<file path="config.mk">
export PLATFORM = sky130hd
export DESIGN_NAME = ps2_scan_decoder
export DESIGN_NICKNAME = d
export VERILOG_FILES = /design/src/rtl/ps2_pkg.sv /design/src/rtl/ps2_event_fifo.sv /design/src/rtl/ps2_scan_decoder.sv
export SDC_FILE = /design/constraint.sdc
export NUM_CORES = 1
export LEC_CHECK = 0
export BUFFER_PORTS_ARGS = -buffer_cell sky130_fd_sc_hd__buf_2
export CORE_MARGIN = 2
export CORE_UTILIZATION = 62
export DETAILED_ROUTE_END_ITERATION = 7
export GPL_ROUTABILITY_DRIVEN = 0
export PLACE_DENSITY = 0.82
export SYNTH_ARGS = -nofsm -noshare
export SYNTH_HDL_FRONTEND = slang
export SYNTH_SLANG_ARGS = --single-unit
</file>
<file path="constraint.sdc">
create_clock -name clock -period 4.2 [get_ports clock]
set_input_delay 0.84 -clock clock [delete_from_list [all_inputs] [get_ports clock]]
set_output_delay 0.84 -clock clock [all_outputs]
set_load 0.01 [all_outputs]
</file>
<file path="src/rtl/ps2_pkg.sv">
// Shared types and scan-code constants for the PS/2 scan-code decoder.
// Holds the decoder FSM states, the key event record and the modifier codes.
package ps2_pkg;

   typedef enum logic [2:0] {
      IDLE,
      EXT,
      BRK,
      EXT_BRK,
      PAUSE
   } ps2_state_t;

   typedef struct packed {
      logic       ext;
      logic       brk;
      logic [7:0] code;
   } key_event_t;

   localparam int EVT_W = $bits(key_event_t);

   localparam logic [7:0] SC_E0     = 8'hE0;
   localparam logic [7:0] SC_F0     = 8'hF0;
   localparam logic [7:0] SC_E1     = 8'hE1;
   localparam logic [7:0] SC_LSHIFT = 8'h12;
   localparam logic [7:0] SC_RSHIFT = 8'h59;
   localparam logic [7:0] SC_CTRL   = 8'h14;
   localparam logic [7:0] SC_ALT    = 8'h11;
   localparam logic [7:0] SC_CAPS   = 8'h58;
   localparam logic [7:0] SC_PAUSE  = 8'h77;

   // E1 is followed by seven more bytes that carry no information of their own.
   localparam logic [2:0] PAUSE_SKIP = 3'd7;

   // Keyboard status/response bytes that never form a key event.
   function automatic logic is_ignored(input logic [7:0] b);
      return (b == 8'hAA) || (b == 8'hFA) || (b == 8'hFE) ||
             (b == 8'hEE) || (b == 8'h00) || (b == 8'hFF);
   endfunction

   function automatic key_event_t make_evt(input logic ext, input logic brk,
                                           input logic [7:0] code);
      key_event_t e;
      e.ext  = ext;
      e.brk  = brk;
      e.code = code;
      return e;
   endfunction

endpackage

</file>
<file path="src/rtl/ps2_event_fifo.sv">
// Small synchronous FIFO for decoded key events with a valid/ready style head.
// A push while full is accepted only when a pop frees a slot on the same edge.
module ps2_event_fifo #(
   parameter int DEPTH = 4,
   parameter int WIDTH = 10
) (
   input  logic             clock,
   input  logic             reset_n,
   input  logic             push,
   input  logic [WIDTH-1:0] push_data,
   input  logic             pop,
   output logic [WIDTH-1:0] head,
   output logic             not_empty,
   output logic             drop
);

   localparam int PTR_W = (DEPTH > 1) ? $clog2(DEPTH) : 1;
   localparam int CNT_W = PTR_W + 1;

   logic [WIDTH-1:0] mem [DEPTH];
   logic [PTR_W-1:0] wr_ptr;
   logic [PTR_W-1:0] rd_ptr;
   logic [CNT_W-1:0] count;
   logic             full;
   logic             do_push;
   logic             do_pop;

   assign full      = (count == CNT_W'(DEPTH));
   assign not_empty = (count != '0);
   assign do_pop    = pop && not_empty;
   assign do_push   = push && (!full || do_pop);
   assign drop      = push && !do_push;
   assign head      = mem[rd_ptr];

   always_ff @(posedge clock or negedge reset_n) begin
      if (!reset_n) begin
         for (int i = 0; i < DEPTH; i++) mem[i] <= '0;
         wr_ptr <= '0;
         rd_ptr <= '0;
         count  <= '0;
      end else begin
         if (do_push) begin
            mem[wr_ptr] <= push_data;
            wr_ptr      <= wr_ptr + 1'b1;
         end
         if (do_pop) rd_ptr <= rd_ptr + 1'b1;
         case ({do_push, do_pop})
            2'b10:   count <= count + 1'b1;
            2'b01:   count <= count - 1'b1;
            default: count <= count;
         endcase
      end
   end

endmodule

</file>
<file path="src/rtl/ps2_scan_decoder.sv">
// Turns a stream of PS/2 set-2 scan bytes into make/break key events,
// tracks modifier levels and queues events behind a valid/ready interface.
module ps2_scan_decoder
   import ps2_pkg::*;
#(
   parameter int FIFO_DEPTH = 4
) (
   input  logic       clock,
   input  logic       reset_n,
   input  logic [7:0] scan_byte,
   input  logic       scan_valid,
   output logic [7:0] evt_code,
   output logic       evt_ext,
   output logic       evt_brk,
   output logic       evt_valid,
   input  logic       evt_ready,
   output logic [3:0] mods,
   output logic       overflow,
   output logic       proto_err
);

   ps2_state_t state, state_next;
   logic [2:0] skip, skip_next;
   logic       push_evt;
   key_event_t new_evt;
   key_event_t head_evt;
   logic       err_next;
   logic       fifo_drop;
   logic [EVT_W-1:0] head_bits;

   logic lshift, rshift, lctrl, rctrl, lalt, ralt, caps, caps_held;

   always_ff @(posedge clock or negedge reset_n) begin
      if (!reset_n) begin
         state     <= IDLE;
         skip      <= '0;
         proto_err <= 1'b0;
      end else begin
         state     <= state_next;
         skip      <= skip_next;
         proto_err <= err_next;
      end
   end

   always_comb begin
      state_next = state;
      skip_next  = skip;
      push_evt   = 1'b0;
      new_evt    = '0;
      err_next   = 1'b0;
      if (scan_valid) begin
         case (state)
            IDLE: begin
               if (scan_byte == SC_E0) state_next = EXT;
               else if (scan_byte == SC_F0) state_next = BRK;
               else if (scan_byte == SC_E1) begin
                  state_next = PAUSE;
                  skip_next  = PAUSE_SKIP;
               end else if (!is_ignored(scan_byte)) begin
                  push_evt = 1'b1;
                  new_evt  = make_evt(1'b0, 1'b0, scan_byte);
               end
            end
            EXT: begin
               if (scan_byte == SC_F0) state_next = EXT_BRK;
               else if (scan_byte != SC_E0) begin
                  push_evt   = 1'b1;
                  new_evt    = make_evt(1'b1, 1'b0, scan_byte);
                  state_next = IDLE;
               end
            end
            BRK: begin
               if (scan_byte == SC_E0 || scan_byte == SC_E1) begin
                  err_next   = 1'b1;
                  state_next = IDLE;
               end else if (scan_byte != SC_F0) begin
                  push_evt   = 1'b1;
                  new_evt    = make_evt(1'b0, 1'b1, scan_byte);
                  state_next = IDLE;
               end
            end
            EXT_BRK: begin
               state_next = IDLE;
               if (scan_byte == SC_F0 || scan_byte == SC_E0 || scan_byte == SC_E1) begin
                  err_next = 1'b1;
               end else begin
                  push_evt = 1'b1;
                  new_evt  = make_evt(1'b1, 1'b1, scan_byte);
               end
            end
            PAUSE: begin
               skip_next = skip - 3'd1;
               if (skip <= 3'd1) begin
                  skip_next  = '0;
                  push_evt   = 1'b1;
                  new_evt    = make_evt(1'b1, 1'b0, SC_PAUSE);
                  state_next = IDLE;
               end
            end
            default: state_next = IDLE;
         endcase
      end
   end

   // Modifiers follow decoded events directly, so a full FIFO never hides a key state change.
   always_ff @(posedge clock or negedge reset_n) begin
      if (!reset_n) begin
         lshift    <= 1'b0;
         rshift    <= 1'b0;
         lctrl     <= 1'b0;
         rctrl     <= 1'b0;
         lalt      <= 1'b0;
         ralt      <= 1'b0;
         caps      <= 1'b0;
         caps_held <= 1'b0;
      end else if (push_evt) begin
         if (!new_evt.ext && new_evt.code == SC_LSHIFT) lshift <= !new_evt.brk;
         if (!new_evt.ext && new_evt.code == SC_RSHIFT) rshift <= !new_evt.brk;
         if (new_evt.code == SC_CTRL) begin
            if (new_evt.ext) rctrl <= !new_evt.brk;
            else             lctrl <= !new_evt.brk;
         end
         if (new_evt.code == SC_ALT) begin
            if (new_evt.ext) ralt <= !new_evt.brk;
            else             lalt <= !new_evt.brk;
         end
         // Typematic repeats of caps lock arrive as extra makes; only the first one toggles.
         if (!new_evt.ext && new_evt.code == SC_CAPS) begin
            if (new_evt.brk) caps_held <= 1'b0;
            else if (!caps_held) begin
               caps_held <= 1'b1;
               caps      <= !caps;
            end
         end
      end
   end

   assign mods = {caps, lalt | ralt, lctrl | rctrl, lshift | rshift};

   ps2_event_fifo #(
      .DEPTH (FIFO_DEPTH),
      .WIDTH (EVT_W)
   ) u_fifo (
      .clock     (clock),
      .reset_n   (reset_n),
      .push      (push_evt),
      .push_data (new_evt),
      .pop       (evt_ready),
      .head      (head_bits),
      .not_empty (evt_valid),
      .drop      (fifo_drop)
   );

   assign head_evt = key_event_t'(head_bits);
   assign evt_code = head_evt.code;
   assign evt_ext  = head_evt.ext;
   assign evt_brk  = head_evt.brk;

   always_ff @(posedge clock or negedge reset_n) begin
      if (!reset_n)       overflow <= 1'b0;
      else if (fifo_drop) overflow <= 1'b1;
   end

endmodule

</file>
==> impl_metrics.toml <==
[logic_synthesis]
synth_nets = 337
synth_compound_area_frac = 0.1641
synth.area.mux_share = 0.1202
ys_warn_count = 0
yosys_most_used_dff = "dfrtp_1"
ys_ff_latch = 63
avgSynthCellArea_um2 = 10.90
synthTopCellsByArea = "dfrtp_1 (46%), mux4_2 (6.5%), nand2_1 (4.5%), o21ai_1 (3.6%), mux2_1 (3.3%)"
yosys.area.top_type = "dfrtp_1"
synth_top_family_by_area = "simple AND/OR/NAND/NOR gates"
netlist.area_leader.share = 0.4564
synth_enable_flop_cells = 0
syn-cell-area_um2 = 3455
synth-adder-area-share = 0.03115
synthSimpleGateAreaFrac = 0.1753
synth-xor-area-share = 0.01775
synth-seq-area-share = 0.4564
ys_types = 65
syn_inst = 317
async_reset_ff_frac = 1.000

[route]
post_drt_wl_per_cell_um = 16.68
first_pass_iters = 4
vias = 2522
antenna_left = 0
drc = 0
drt-initial-drc-count = 215
via_per_inst = 5.990
drt_wl_total_um = 7022

[finish]
finish.utilization = 0.7023
area_delta_synth_final_pct = 10.58
num_antenna_cells = 0
finalNonFillerCells = 421
drive_gt1_frac = 0.2521
finalNetCount = 364

[floorplan]
coreArea_um2 = 5439
start_util = 0.6352
pin_count = 29
fp.dieW_um = 78.65
fp.dieH_um = 78.65
die_area_um2 = 6185
rows = 27

[clock_tree]
cts_setup_buffers = 0
numClockSinks = 63
cts-resized-gates = 0
clkTransAtPathRegs_ns = 0.07
clk_latency_ns = 0.34
h-tree-depth = 3
cts_hold_buf = 0
cts_buffer_depth = 2
cts_tree = "done"
numCtsBuffers = 9
cts_root_buf = "clkbuf_8"

[setup_path]
path_class = "in2reg"
rrSetupSlack_ns = 1.15
r2r-end = "u_fifo.count[2]"
critPathLaunchType = "input port"
required_ns = 4.47
cp_max_fo = 8
endpoint_kind = "flip-flop"
r2r_start = "state[1]"
cp.arrival_ns = 3.58
r2r_cells = 12

[timing]
finalSetupViolCount = 0
finalMaxSlewViolations = 0
hold_viol_final = 0
relSlewSlack = 0.3375
fin_crit_sh = 0.7867
setup_ws_ns = 0.8957
rsz0062_at_grt = "false"
setup_tns_ns = 0
worst_slew_pin_slew_ns = 0.9938
fmax_mhz = 302.6
skew_ns = 0.01041
fin_crit_ns = 3.304

[pwr]
pwr_density_cell_nw_per_um2 = 663.5
pwr-share-clk = 0.203
sw_frac_of_total = 0.3794
p_int_mw = 1.573
ir_drop_mv = 0.3511
seq_power_share = 0.402
finalPower_mw = 2.535
power.share.combinational = 0.395
p_sw_mw = 0.9616
p_leak_nw = 1.710

[placement]
dp_worst_setup_slack_ns = 0.5287
place_inst = 405
port_buffers = 28
hpwl_um = 4965

[grt]
grt_usage = 0.2649
grt_max_degree = 46
antenna_found_initial = 0
gr-total-overflow = 0
grt_pass1_vias = 2580
grt_pass1_wl_um = 12480

[job]
cap_violations = 0

[status]
status = "finished clean"

[hold_path]
min_path_cells = 1
hold_class = "reg2reg"
min-delay-start = "caps"
hold_end = "caps"
## worst max-delay path, cell delays in order
cell and delay, ns:
buf_2 0.14, or3_1 0.47, a211oi_1 0.44, o22ai_4 0.25, o21ai_2 0.21, nor2b_2 0.08
inv_1 0.06, ha_1 0.17, inv_1 0.07, fa_1 0.43, xor2_1 0.15, nor2_1 0.11
xor2_1 0.15
## synth_stat cells (3+ instances only)
cell type / instances
nand2_1: 41
nor3_1: 3
nand4_1: 5
and2_1: 3
xnor2_1: 3
or3_1: 4
a21oi_1: 3
inv_1: 12
o2111ai_4: 4
clkbuf_1: 3
ha_1: 7
nand3_1: 7
mux4_2: 10
o21ai_0: 21
mux2_1: 10
nor2_1: 12
buf_4: 3
o21ai_1: 25
xor2_1: 4
buf_2: 7
or2_2: 4
dfrtp_1: 63
and4b_1: 3
nand2b_1: 3
mux2_2: 6
and3_1: 4
## routing by layer
metal / track usage / wire length [um]
met1: 0.3814 / 3208
met2: 0.3940 / 3256
met3: 0.03908 / 377
met4: 0.1333 / 179
met5: 0 / 0
## power by group through the flow
stage / logic, mW / clock network [mW] / registers (mW)
global route: 1.12 / 0.549 / 1.05
CTS: 1.01 / 0.525 / 1.02
detailed placement: 1.01 / 0 / 1.03
floorplan: 0.822 / 0 / 0.946
finish: 1.00 / 0.514 / 1.02
global placement: 0.975 / 0 / 1.02
## state kept, by name, indices dropped and copies added, names as in the netlist
register and count:
u_fifo.rd_ptr 2, caps 1, rshift 1, lctrl 1
state 3, rctrl 1, ralt 1, skip 3
u_fifo.wr_ptr 2, u_fifo.count 3, caps_held 1, lalt 1
lshift 1, proto_err 1, overflow 1, u_fifo.mem 40
## how the worst max path moves through the flow
| stage | to | startpoint | slack, ns |
|---|---|---|---|
| 2_1_floorplan | u_fifo.count[2] | scan_byte[6] | 0.81 |
| 3_3_place_gp | u_fifo.count[2] | scan_byte[1] | 0.66 |
| 3_5_place_dp | u_fifo.count[2] | scan_byte[1] | 0.53 |
| 4_1_cts | u_fifo.count[2] | scan_byte[1] | 0.90 |
| 5_1_grt | u_fifo.count[2] | scan_byte[5] | 0.69 |
| 6_report | u_fifo.count[2] | scan_byte[1] | 0.90 |
## metrics by stage
step                hold WS (ns)  instance area, um2
global route              0.5009                3820
CTS                       0.4793                3820
finish                    0.4689                3820
global placement          0.4529                3631
detailed placement        0.4600                3631
floorplan                 0.4428                3455
## cells by family after synthesis
family,after synthesis
simple gates,110
compound gates,75
flops,63
buf+inv,27
mux,27
fa+ha+maj,8
xor+xnor,7
## area by class of cell
| class | count | area [um2] |
|---|---|---|
| sequential | 63 | 1577 |
| multi-input combinational | 227 | 1757 |
| clock buffer | 10 | 127.6 |
| tap | 72 | 90.09 |
| fill | 409 | 1619 |
| timing repair buffer | 31 | 162.7 |
| clock inverter | 6 | 61.31 |
| inverter | 12 | 45.04 |
## cell usage in the layout (no fill, tap or decap), drive strengths merged, types with 2 or more instances in the layout
cell type | netlist | final
nand4 | 5 | 5
nand3 | 8 | 8
clkinv | 0 | 4
nand2 | 41 | 41
nor2 | 13 | 13
ha | 7 | 7
inv | 12 | 12
o21ai | 48 | 48
or3 | 4 | 4
clkbuf | 3 | 10
buf | 12 | 31
xor2 | 4 | 4
a21boi | 2 | 2
dfrtp | 63 | 63
and3 | 4 | 4
a31oi | 2 | 2
and4b | 3 | 3
or4 | 3 | 3
or2 | 6 | 6
nand3b | 2 | 2
a211oi | 3 | 3
nor3 | 5 | 5
xnor2 | 3 | 3
o221ai | 2 | 2
a21oi | 3 | 3
and2 | 3 | 3
o2111ai | 4 | 4
mux2 | 16 | 16
nand2b | 3 | 3
mux4 | 10 | 10
nor2b | 2 | 2
Note: power is estimated with default switching activity, not from simulation.
